### src/rtl/digit_entry_pkg.sv
// Purpose: shared types and constants for the push-button digit entry path.
// Latency: n/a (types, constants and pure functions only).
// Backpressure: n/a.
package digit_entry_pkg;

    localparam int NUM_DIGITS = 8;

    typedef logic [3:0] bcd_t;

    // Bit positions of each function inside the 4-bit KEY bus.
    localparam int KEY_INC  = 0;
    localparam int KEY_CUR  = 1;
    localparam int KEY_LOAD = 2;
    localparam int KEY_CLR  = 3;

    typedef enum logic [1:0] {
        UP,
        CNT_DN,
        DOWN,
        CNT_UP
    } deb_state_t;

    typedef enum logic [2:0] {
        ACT_NONE,
        ACT_INC,
        ACT_CUR,
        ACT_LOAD,
        ACT_CLR
    } action_t;

    // Resolves simultaneous press events; only the most important one acts.
    function automatic action_t pick_action(input logic [3:0] ev);
        action_t a;
        if (ev[KEY_CLR])       a = ACT_CLR;
        else if (ev[KEY_LOAD]) a = ACT_LOAD;
        else if (ev[KEY_CUR])  a = ACT_CUR;
        else if (ev[KEY_INC])  a = ACT_INC;
        else                   a = ACT_NONE;
        return a;
    endfunction

    // Single-digit decimal increment; wraps 9 -> 0 and never carries.
    function automatic bcd_t bcd_inc(input bcd_t d);
        return (d >= 4'd9) ? 4'd0 : d + 4'd1;
    endfunction

endpackage

### src/rtl/key_debouncer.sv
// Purpose: 2-flop synchronizer + debounce FSM for one active-low push-button.
// Latency: press_evt fires DEBOUNCE_CYCLES+3 edges after the key is first sampled low.
// Backpressure: none; press_evt is a 1-cycle pulse that must be consumed immediately.
//
// Ports: clock, reset_L (async active-low), key_n (raw active-low key),
//        press_evt (one registered pulse per accepted press, no auto-repeat).
module key_debouncer
    import digit_entry_pkg::*;
#(
    parameter int DEBOUNCE_CYCLES = 500000
) (
    input  logic clock,
    input  logic reset_L,
    input  logic key_n,
    output logic press_evt
);

    localparam int CW = (DEBOUNCE_CYCLES > 0) ? $clog2(DEBOUNCE_CYCLES + 1) : 1;
    localparam logic [CW-1:0] CNT_MAX = CW'(DEBOUNCE_CYCLES);
    localparam logic [CW-1:0] CNT_ONE = CW'(1);

    // Synchronizer flops reset to the released level so a key held through
    // reset is seen as a fresh press once reset lifts.
    logic          key_meta_q, key_meta_d;
    logic          key_sync_q, key_sync_d;
    deb_state_t    state_q, state_d;
    logic [CW-1:0] cnt_q, cnt_d;
    logic          press_q, press_d;
    logic          pressed;

    assign pressed = ~key_sync_q;

    always_comb begin
        key_meta_d = key_n;
        key_sync_d = key_meta_q;
        state_d    = state_q;
        cnt_d      = cnt_q;
        press_d    = 1'b0;
        case (state_q)
            UP: begin
                if (pressed) begin
                    state_d = CNT_DN;
                    cnt_d   = CNT_ONE;
                end
            end
            CNT_DN: begin
                if (!pressed) begin
                    state_d = UP;
                end else if (cnt_q == CNT_MAX) begin
                    state_d = DOWN;
                    press_d = 1'b1;
                end else begin
                    cnt_d = cnt_q + CNT_ONE;
                end
            end
            DOWN: begin
                if (!pressed) begin
                    state_d = CNT_UP;
                    cnt_d   = CNT_ONE;
                end
            end
            CNT_UP: begin
                // A bounce back to pressed returns to DOWN without a new event.
                if (pressed) begin
                    state_d = DOWN;
                end else if (cnt_q == CNT_MAX) begin
                    state_d = UP;
                end else begin
                    cnt_d = cnt_q + CNT_ONE;
                end
            end
            default: begin
                state_d = UP;
            end
        endcase
    end

    always_ff @(posedge clock or negedge reset_L) begin
        if (!reset_L) begin
            key_meta_q <= 1'b1;
            key_sync_q <= 1'b1;
            state_q    <= UP;
            cnt_q      <= '0;
            press_q    <= 1'b0;
        end else begin
            key_meta_q <= key_meta_d;
            key_sync_q <= key_sync_d;
            state_q    <= state_d;
            cnt_q      <= cnt_d;
            press_q    <= press_d;
        end
    end

    assign press_evt = press_q;

endmodule

### src/rtl/digit_entry.sv
// Purpose: push-button editor for an 8-digit BCD value with a blinking cursor.
// Latency: digit update visible DEBOUNCE_CYCLES+4 edges after KEY is first sampled low.
// Backpressure: none; every accepted press acts on the following edge.
//
// Ports: clock, reset_L (async active-low), KEY[3:0] raw active-low buttons
//        (0=inc, 1=cursor right, 2=load, 3=clear), SW[3:0] load value;
//        bcd[31:0] digits (digit 0 rightmost), turn_on[7:0] per-digit enable,
//        cursor[2:0] selected digit, err one-cycle pulse on rejected load.
module digit_entry
    import digit_entry_pkg::*;
#(
    parameter int DEBOUNCE_CYCLES = 500000,
    parameter int BLINK_CYCLES    = 12500000
) (
    input  logic                    clock,
    input  logic                    reset_L,
    input  logic [3:0]              KEY,
    input  logic [3:0]              SW,
    output logic [4*NUM_DIGITS-1:0] bcd,
    output logic [NUM_DIGITS-1:0]   turn_on,
    output logic [2:0]              cursor,
    output logic                    err
);

    localparam int BW = (BLINK_CYCLES > 1) ? $clog2(BLINK_CYCLES) : 1;
    localparam logic [BW-1:0] BLINK_LAST = BW'(BLINK_CYCLES - 1);

    logic [3:0] press_evt;
    action_t    action;
    bcd_t       cur_dig;

    logic [4*NUM_DIGITS-1:0] bcd_q, bcd_d;
    logic [2:0]              cursor_q, cursor_d;
    logic                    err_q, err_d;
    logic [NUM_DIGITS-1:0]   turn_on_q, turn_on_d;
    logic [BW-1:0]           blink_cnt_q, blink_cnt_d;
    logic                    phase_q, phase_d;

    for (genvar k = 0; k < 4; k++) begin : g_key
        key_debouncer #(
            .DEBOUNCE_CYCLES(DEBOUNCE_CYCLES)
        ) u_deb (
            .clock    (clock),
            .reset_L  (reset_L),
            .key_n    (KEY[k]),
            .press_evt(press_evt[k])
        );
    end

    assign action  = pick_action(press_evt);
    assign cur_dig = bcd_q[{cursor_q, 2'b00} +: 4];

    always_comb begin
        bcd_d    = bcd_q;
        cursor_d = cursor_q;
        err_d    = 1'b0;
        case (action)
            ACT_CLR:  bcd_d = '0;
            ACT_LOAD: begin
                if (SW <= 4'd9) bcd_d[{cursor_q, 2'b00} +: 4] = SW;
                else            err_d = 1'b1;
            end
            ACT_CUR:  cursor_d = cursor_q + 3'd1;   // 7 -> 0 by natural wrap
            ACT_INC:  bcd_d[{cursor_q, 2'b00} +: 4] = bcd_inc(cur_dig);
            default:  ;
        endcase
    end

    // Free-running blink timebase, independent of cursor moves.
    always_comb begin
        if (blink_cnt_q == BLINK_LAST) begin
            blink_cnt_d = '0;
            phase_d     = ~phase_q;
        end else begin
            blink_cnt_d = blink_cnt_q + BW'(1);
            phase_d     = phase_q;
        end
    end

    // Built from next-state cursor/phase so the registered enable lines up
    // with the registered cursor in the same cycle.
    always_comb begin
        turn_on_d           = '1;
        turn_on_d[cursor_d] = phase_d;
    end

    always_ff @(posedge clock or negedge reset_L) begin
        if (!reset_L) begin
            bcd_q       <= '0;
            cursor_q    <= '0;
            err_q       <= 1'b0;
            turn_on_q   <= '1;
            blink_cnt_q <= '0;
            phase_q     <= 1'b1;
        end else begin
            bcd_q       <= bcd_d;
            cursor_q    <= cursor_d;
            err_q       <= err_d;
            turn_on_q   <= turn_on_d;
            blink_cnt_q <= blink_cnt_d;
            phase_q     <= phase_d;
        end
    end

    assign bcd     = bcd_q;
    assign cursor  = cursor_q;
    assign err     = err_q;
    assign turn_on = turn_on_q;

endmodule
### config.mk
export PLATFORM = sky130hd
export DESIGN_NAME = digit_entry
export DESIGN_NICKNAME = d
export VERILOG_FILES = /design/src/rtl/digit_entry_pkg.sv /design/src/rtl/key_debouncer.sv /design/src/rtl/digit_entry.sv
export SDC_FILE = /design/constraint.sdc
export NUM_CORES = 1
export LEC_CHECK = 0
export BUFFER_PORTS_ARGS = -buffer_cell sky130_fd_sc_hd__buf_4
export CAP_MARGIN = 0
export CORE_MARGIN = 2
export CORE_UTILIZATION = 24
export DETAILED_ROUTE_END_ITERATION = 8
export GPL_ROUTABILITY_DRIVEN = 0
export PLACE_DENSITY = 0.44
export REMOVE_ABC_BUFFERS = 1
export SLEW_MARGIN = 40
export SYNTH_ARGS = -nofsm -noshare
export SYNTH_HDL_FRONTEND = slang
export SYNTH_SLANG_ARGS = --single-unit
### constraint.sdc
create_clock -name clock -period 2.5 [get_ports clock]
set_input_delay 0.125 -clock clock [delete_from_list [all_inputs] [get_ports clock]]
set_output_delay 0.125 -clock clock [all_outputs]
set_load 0.05 [all_outputs]
# Word level (Yosys, flattened, before mapping)
# Index checks and enable logic that the tools add are counted.
# classes
n_addsub	8
n_mul	0
div_mod_pow	0
order_cmp	4
n_eq_ne	46
n_shift	4
n_mux	80
bitwise_logic	3
reduce_logical	15
# op_table
cell	n
two-way mux 19 bit	20
case mux 19 bit (4 select lines)	4
case mux 32 bit (3 select lines)	1
adder 19 x 1 -> 19 bit, second input constant	4
equality test 19 bit, second input constant	4
bitwise mux 32 bit	2
variable part select 4 x 7 -> 32 bit	2
two-way mux 2 bit	26
two-way mux 32 bit	1
case mux 2 bit (4 select lines)	4
AND reduction 4 bit	8
variable shift 4 x 7 -> 32 bit, first input constant	1
variable part select 32 x 6 -> 4 bit	1
adder 24 x 1 -> 24 bit, second input constant	1
equality test 24 bit, second input constant	1
two-way mux 24 bit	1
inequality test 2 bit, second input constant	9
two-way mux 1 bit	17
equality test 2 bit, second input constant	8
inequality test 2 x 1 -> 1 bit, second input constant	8
inequality test 3 x 1 -> 1 bit, second input constant	4
inequality test 3 bit, second input constant	4
equality test 2 x 1 -> 1 bit, second input constant	4
zero test 2 bit	4
other kinds (19)	21
# totals
regBits	165
latch_bits	0
ram_bits	0
romBits	0
output_inout_bits	44
n_memories	0

# Longest topological paths before layout
# depth
depth_word	12
mapped_depth	10
ltp_nobuf	9

# Hierarchy
# From an unflattened synthesis, not the netlist that was laid out.
# hier_totals
hier_cells	963
hier_area_um2	9445.3
# modules_own_cells
module	n_inst	cells_each	area_each_um2	seq_area_each_um2
key_debouncer (g_key[0].u_deb ...)	3	140	1382.6	603.1
digit_entry	1	417	3987.6	1737.9
key_debouncer (g_key[3].u_deb)	1	126	1310.0	603.1

# Worst setup path after synthesis
# OpenSTA, ideal clock, no wires.
# synth_timing
path_type	reg2reg
from	reg cursor_q[1], in the netlist cursor[1]
to	reg bcd_q[31], in the netlist bcd[31]
setup_ps	101
arrival_time_ps	2975
slack_ps	-576
path_stages_with_launch	11
period_less_slack_ps	3076
path_cell_list	dfrtp_1 > buf_2 > mux4_2 > mux2i_1 > inv_1 > ha_1 > nor2b_1 > nand2_1 > o2bb2ai_1 > o21ai_1 > o32ai_1
# synth_between
elab_chain_cells	6
# synth_rtl
item	line_no	source
start: declaration	digit_entry.sv:33	logic [2:0] cursor_q, cursor_d;
start signal: assignment	digit_entry.sv:97	cursor_q <= cursor_d;
variable part select 32 x 6 -> 4 bit	digit_entry.sv:51	assign cur_dig = bcd_q[{cursor_q, 2'b00} +: 4];
adder 4 x 1 -> 4 bit or >= comparator 4 bit (tied branches)	digit_entry_pkg.sv:44	return (d >= 4'd9) ? 4'd0 : d + 4'd1;
two-way mux 4 bit	digit_entry_pkg.sv:44	
variable part select 4 x 7 -> 32 bit	digit_entry.sv:64	ACT_INC: bcd_d[{cursor_q, 2'b00} +: 4] = bcd_inc(cur_dig);
bitwise mux 32 bit	digit_entry.sv:64	
case mux 32 bit (3 select lines) (*)	digit_entry.sv:57	case (action)
end signal: assignment	digit_entry.sv:89	bcd_q <= '0;
end signal: assignment	digit_entry.sv:96	bcd_q <= bcd_d;
end: declaration	digit_entry.sv:32	logic [4*NUM_DIGITS-1:0] bcd_q, bcd_d;
# Every way passes the cells marked *; elsewhere a longest branch is shown, timed or not. The select of a mux whose other input is x is not followed.
# A chain may end at the register's enable or synchronous reset.

# Worst setup path after layout
# layout_timing
from	reg cursor_q[1], in the netlist cursor[1]
to	reg bcd_q[7], in the netlist bcd[7]
# The elaborated chain is that of the path after synthesis.

==> metrics.yaml <==
path_clk_slew_ns: 0.07
syn_to_final_growth_pct: 24.7
htreeDepth: 4
synth_largest_area_cell: "dfrtp_1"
nNetsFinal: 1002
power.static_leakage_nw: 4.41
seq_area_frac_synth: 0.492
routed_via_density: 4.79
p_switching_mw: 1.52
min_period_ns: 2.39
reg2reg_depth: 10
mappedNetlistArea_um2: 8430
die_h_um: 191
dp_cells: 1407
cts.sinks: 165
vdd_drop_max_uv: 480
overflow: 0
die-area_um2: 36600
grt_pass1_vias: 6834
power.internal_mw: 4.27
fin_skew_ns: 0.0109
finalSetupViolations: 0
synth_cell_types: 66
reg2reg_to: "bcd[7]$_DFFE_PN0P_"
clock_path_buffers: 2
cp_max_fo: 6
p_sw_frac: 0.263
crit_end: "bcd[7]$_DFFE_PN0P_"
fin_cells: 1445
maxSlewHeadroom: 0.513
start_util: 0.244
period_share: 0.957
setup_ws_ns: 0.107
ys_async_sr_fraction: 1.00
critPathKind: "flop to flop"
arrival_ns: 2.76
clk_latency_ns: 0.43
hpwl_mm: 16.4
power.share.clock: 0.459
seqPwrFrac: 0.483
ys_ff_latch: 165
worst_pin_slew_ns: 0.723
clock.fmax_mhz: 418
post-synth-top-area-fraction: 0.439
diodes: 0
outcome: "finished clean"
hold_viol_final: 0
synth_cells: 867
ys.flop_type: "dfrtp_1"
fin_util: 0.304
num_vias: 6916
antenna_left: 0
grt_usage: 0.131
p_per_area_nw_per_um2: 551
synthTopCellsByCount: "dfrtp_1 (148), nand2_1 (98), nor2_1 (70)"
die_x_um: 191
layout-drive-gt1-share: 0.207
io_buffer_count: 53
ios: 54
r2r-start: "cursor[1]$_DFF_PN0_"
ys_top_cells_by_area: "dfrtp_1 (44%), dfstp_2 (5.3%), nand2_1 (4.4%)"
syn_avg_cell_area_um2: 9.72
dr.first_iter.drc_count: 375
drv_cap: 0
grt_max_degree: 60
cts_root_buffer: "clkbuf_16"
synth_most_common_cell: "dfrtp_1"
crit_start: "cursor[1]$_DFF_PN0_"
critPathRequiredTime_ns: 2.86
wirelength_mm: 22.9
worst_setup_path_end_kind: "flop"
ys_warn_count: 0
hp-class: "input pin to flop"
rsz0062_at_grt: "yes"
post-place-ws_ns: -0.290
core_um2: 34500
wl_per_cell_um: 15.9
numCtsBuffers: 17
antenna_found_initial: 0
startpoint_type: "flop"
grt_pass1_wl_mm: 38.2
drt_pre_antenna_iters: 5
remaining_drc_errors: 0
synth_edf_count: 0
power_frac_comb: 0.058
rrSetupSlack_ns: 0.11
cts_tree: "built"
rows: 68
slew_viol_final: 0
==> cells in the final DEF, fill, tap and decap left out, drive strengths merged, types with 3 or more instances in the layout <==
cell / n
o21ai: 66
nand3: 45
and3: 14
xnor2: 27
dfrtp: 148
dfstp: 17
nor4bb: 3
a22oi: 3
a41o: 5
nor3: 18
or4: 25
mux4: 8
nor2b: 6
and4: 7
clkinv: 5
a22o: 3
dlygate4sd3: 5
nor2: 70
inv: 52
nor4b: 8
a21oi: 54
clkbuf: 18
o311ai: 4
xor2: 18
a31oi: 10
or3: 18
and2: 5
mux2i: 9
nor4: 15
buf: 104
o31ai: 25
nand2: 98
nand2b: 6
nand3b: 3
ha: 15
nand4: 22
==> timing repair <==
action,4_1_cts,5_1_grt
resized for setup,7,31
setup endpoints to repair,31,31
endpoints found under the hold margin,50,0
setup buffers,0,1
hold buffers,5,0
pin swaps,0,11
==> critical path: stages, from the launching register on <==
cell and delay (ns):
dfrtp_2 0.47, mux4_2 0.58, mux2i_4 0.20, inv_2 0.06, ha_2 0.18, nor2b_4 0.12
nand2_2 0.08, o2bb2ai_4 0.23, o21ai_4 0.11, buf_6 0.16, o21ai_1 0.12
==> registers in the layout, indices dropped and copies added, names as in the netlist, named ones only <==
signal                  flops
g_key.u_deb.press_evt       4
err                         1
phase_q                     1
cursor                      3
g_key.u_deb.cnt_q          76
bcd                        32
g_key.u_deb.key_meta_q      4
g_key.u_deb.state_q         4
turn_on                     8
blink_cnt_q                24
g_key.u_deb.key_sync_q      4
==> power groups by stage <==
stage,clock network (mW),registers (mW),logic [mW]
5_1_grt,2.88,2.81,0.387
6_report,2.66,2.80,0.336
2_1_floorplan,0,2.83,0.174
3_3_place_gp,0,2.85,0.334
4_1_cts,2.74,2.80,0.347
3_5_place_dp,0,2.85,0.339
==> worst min-delay path by stage <==
| stage | start | endpoint | slack (ns) | cells past startpoint |
|---|---|---|---|---|
| 2_1_floorplan | reset_L | async pin | -0.17 | 0 |
| 3_3_place_gp | reset_L | bcd[0]$_DFFE_PN0P_ | 0.16 | 1 |
| 4_1_cts | SW[0] | bcd[28]$_DFFE_PN0P_ | 0.06 | 3 |
| 5_1_grt | SW[2] | bcd[30]$_DFFE_PN0P_ | 0.08 | 3 |
| 6_report | SW[0] | bcd[28]$_DFFE_PN0P_ | 0.08 | 3 |
| 3_5_place_dp | reset_L | err$_DFF_PN0_ | 0.17 | 1 |
==> cell families (layout without fill, tap and decap cells) <==
logic type      count (synthesis)  in the layout  share of synthesized area
simple gates                  369            369                      0.230
xor+xnor                       45             45                     0.0468
compound gates                190            190                      0.143
buf+inv                        64            187                     0.0310
flops                         165            165                      0.492
fa+ha+maj                      15             15                     0.0223
mux                            19             19                     0.0347
==> stage by stage <==
step | instance area (µm²) | power [mW] | setup TNS (ns) | hold slack [ns]
floorplan | 8340 | 3.00 | -11.39 | -0.171
global placement | 9710 | 3.18 | -3.84 | 0.160
detailed placement | 9710 | 3.19 | -6.36 | 0.172
CTS | 10400 | 5.89 | 0 | 0.0618
global route | 10500 | 6.08 | -0.266 | 0.0805
finish | 10500 | 5.79 | 0 | 0.0822
==> final cells by class <==
| type | count | area [µm²] |
|---|---|---|
| multi-input combinational | 638 | 4160 |
| sequential | 165 | 4150 |
| timing repair buffer | 109 | 875 |
| inverter | 46 | 173 |
| fill | 3645 | 24000 |
| clock inverter | 14 | 143 |
| tap | 455 | 569 |
| clock buffer | 18 | 439 |
==> routing by layer <==
metal  GRT usage  share of wire  vias to the layer above
li1            -              -                     3406
met1       0.184           0.49                     3411
met2       0.209           0.47                       90
met3      0.0277          0.033                        9
met4      0.0278         0.0071                        0
met5           0              0                        -
Note: power is estimated with default switching activity, not from simulation.
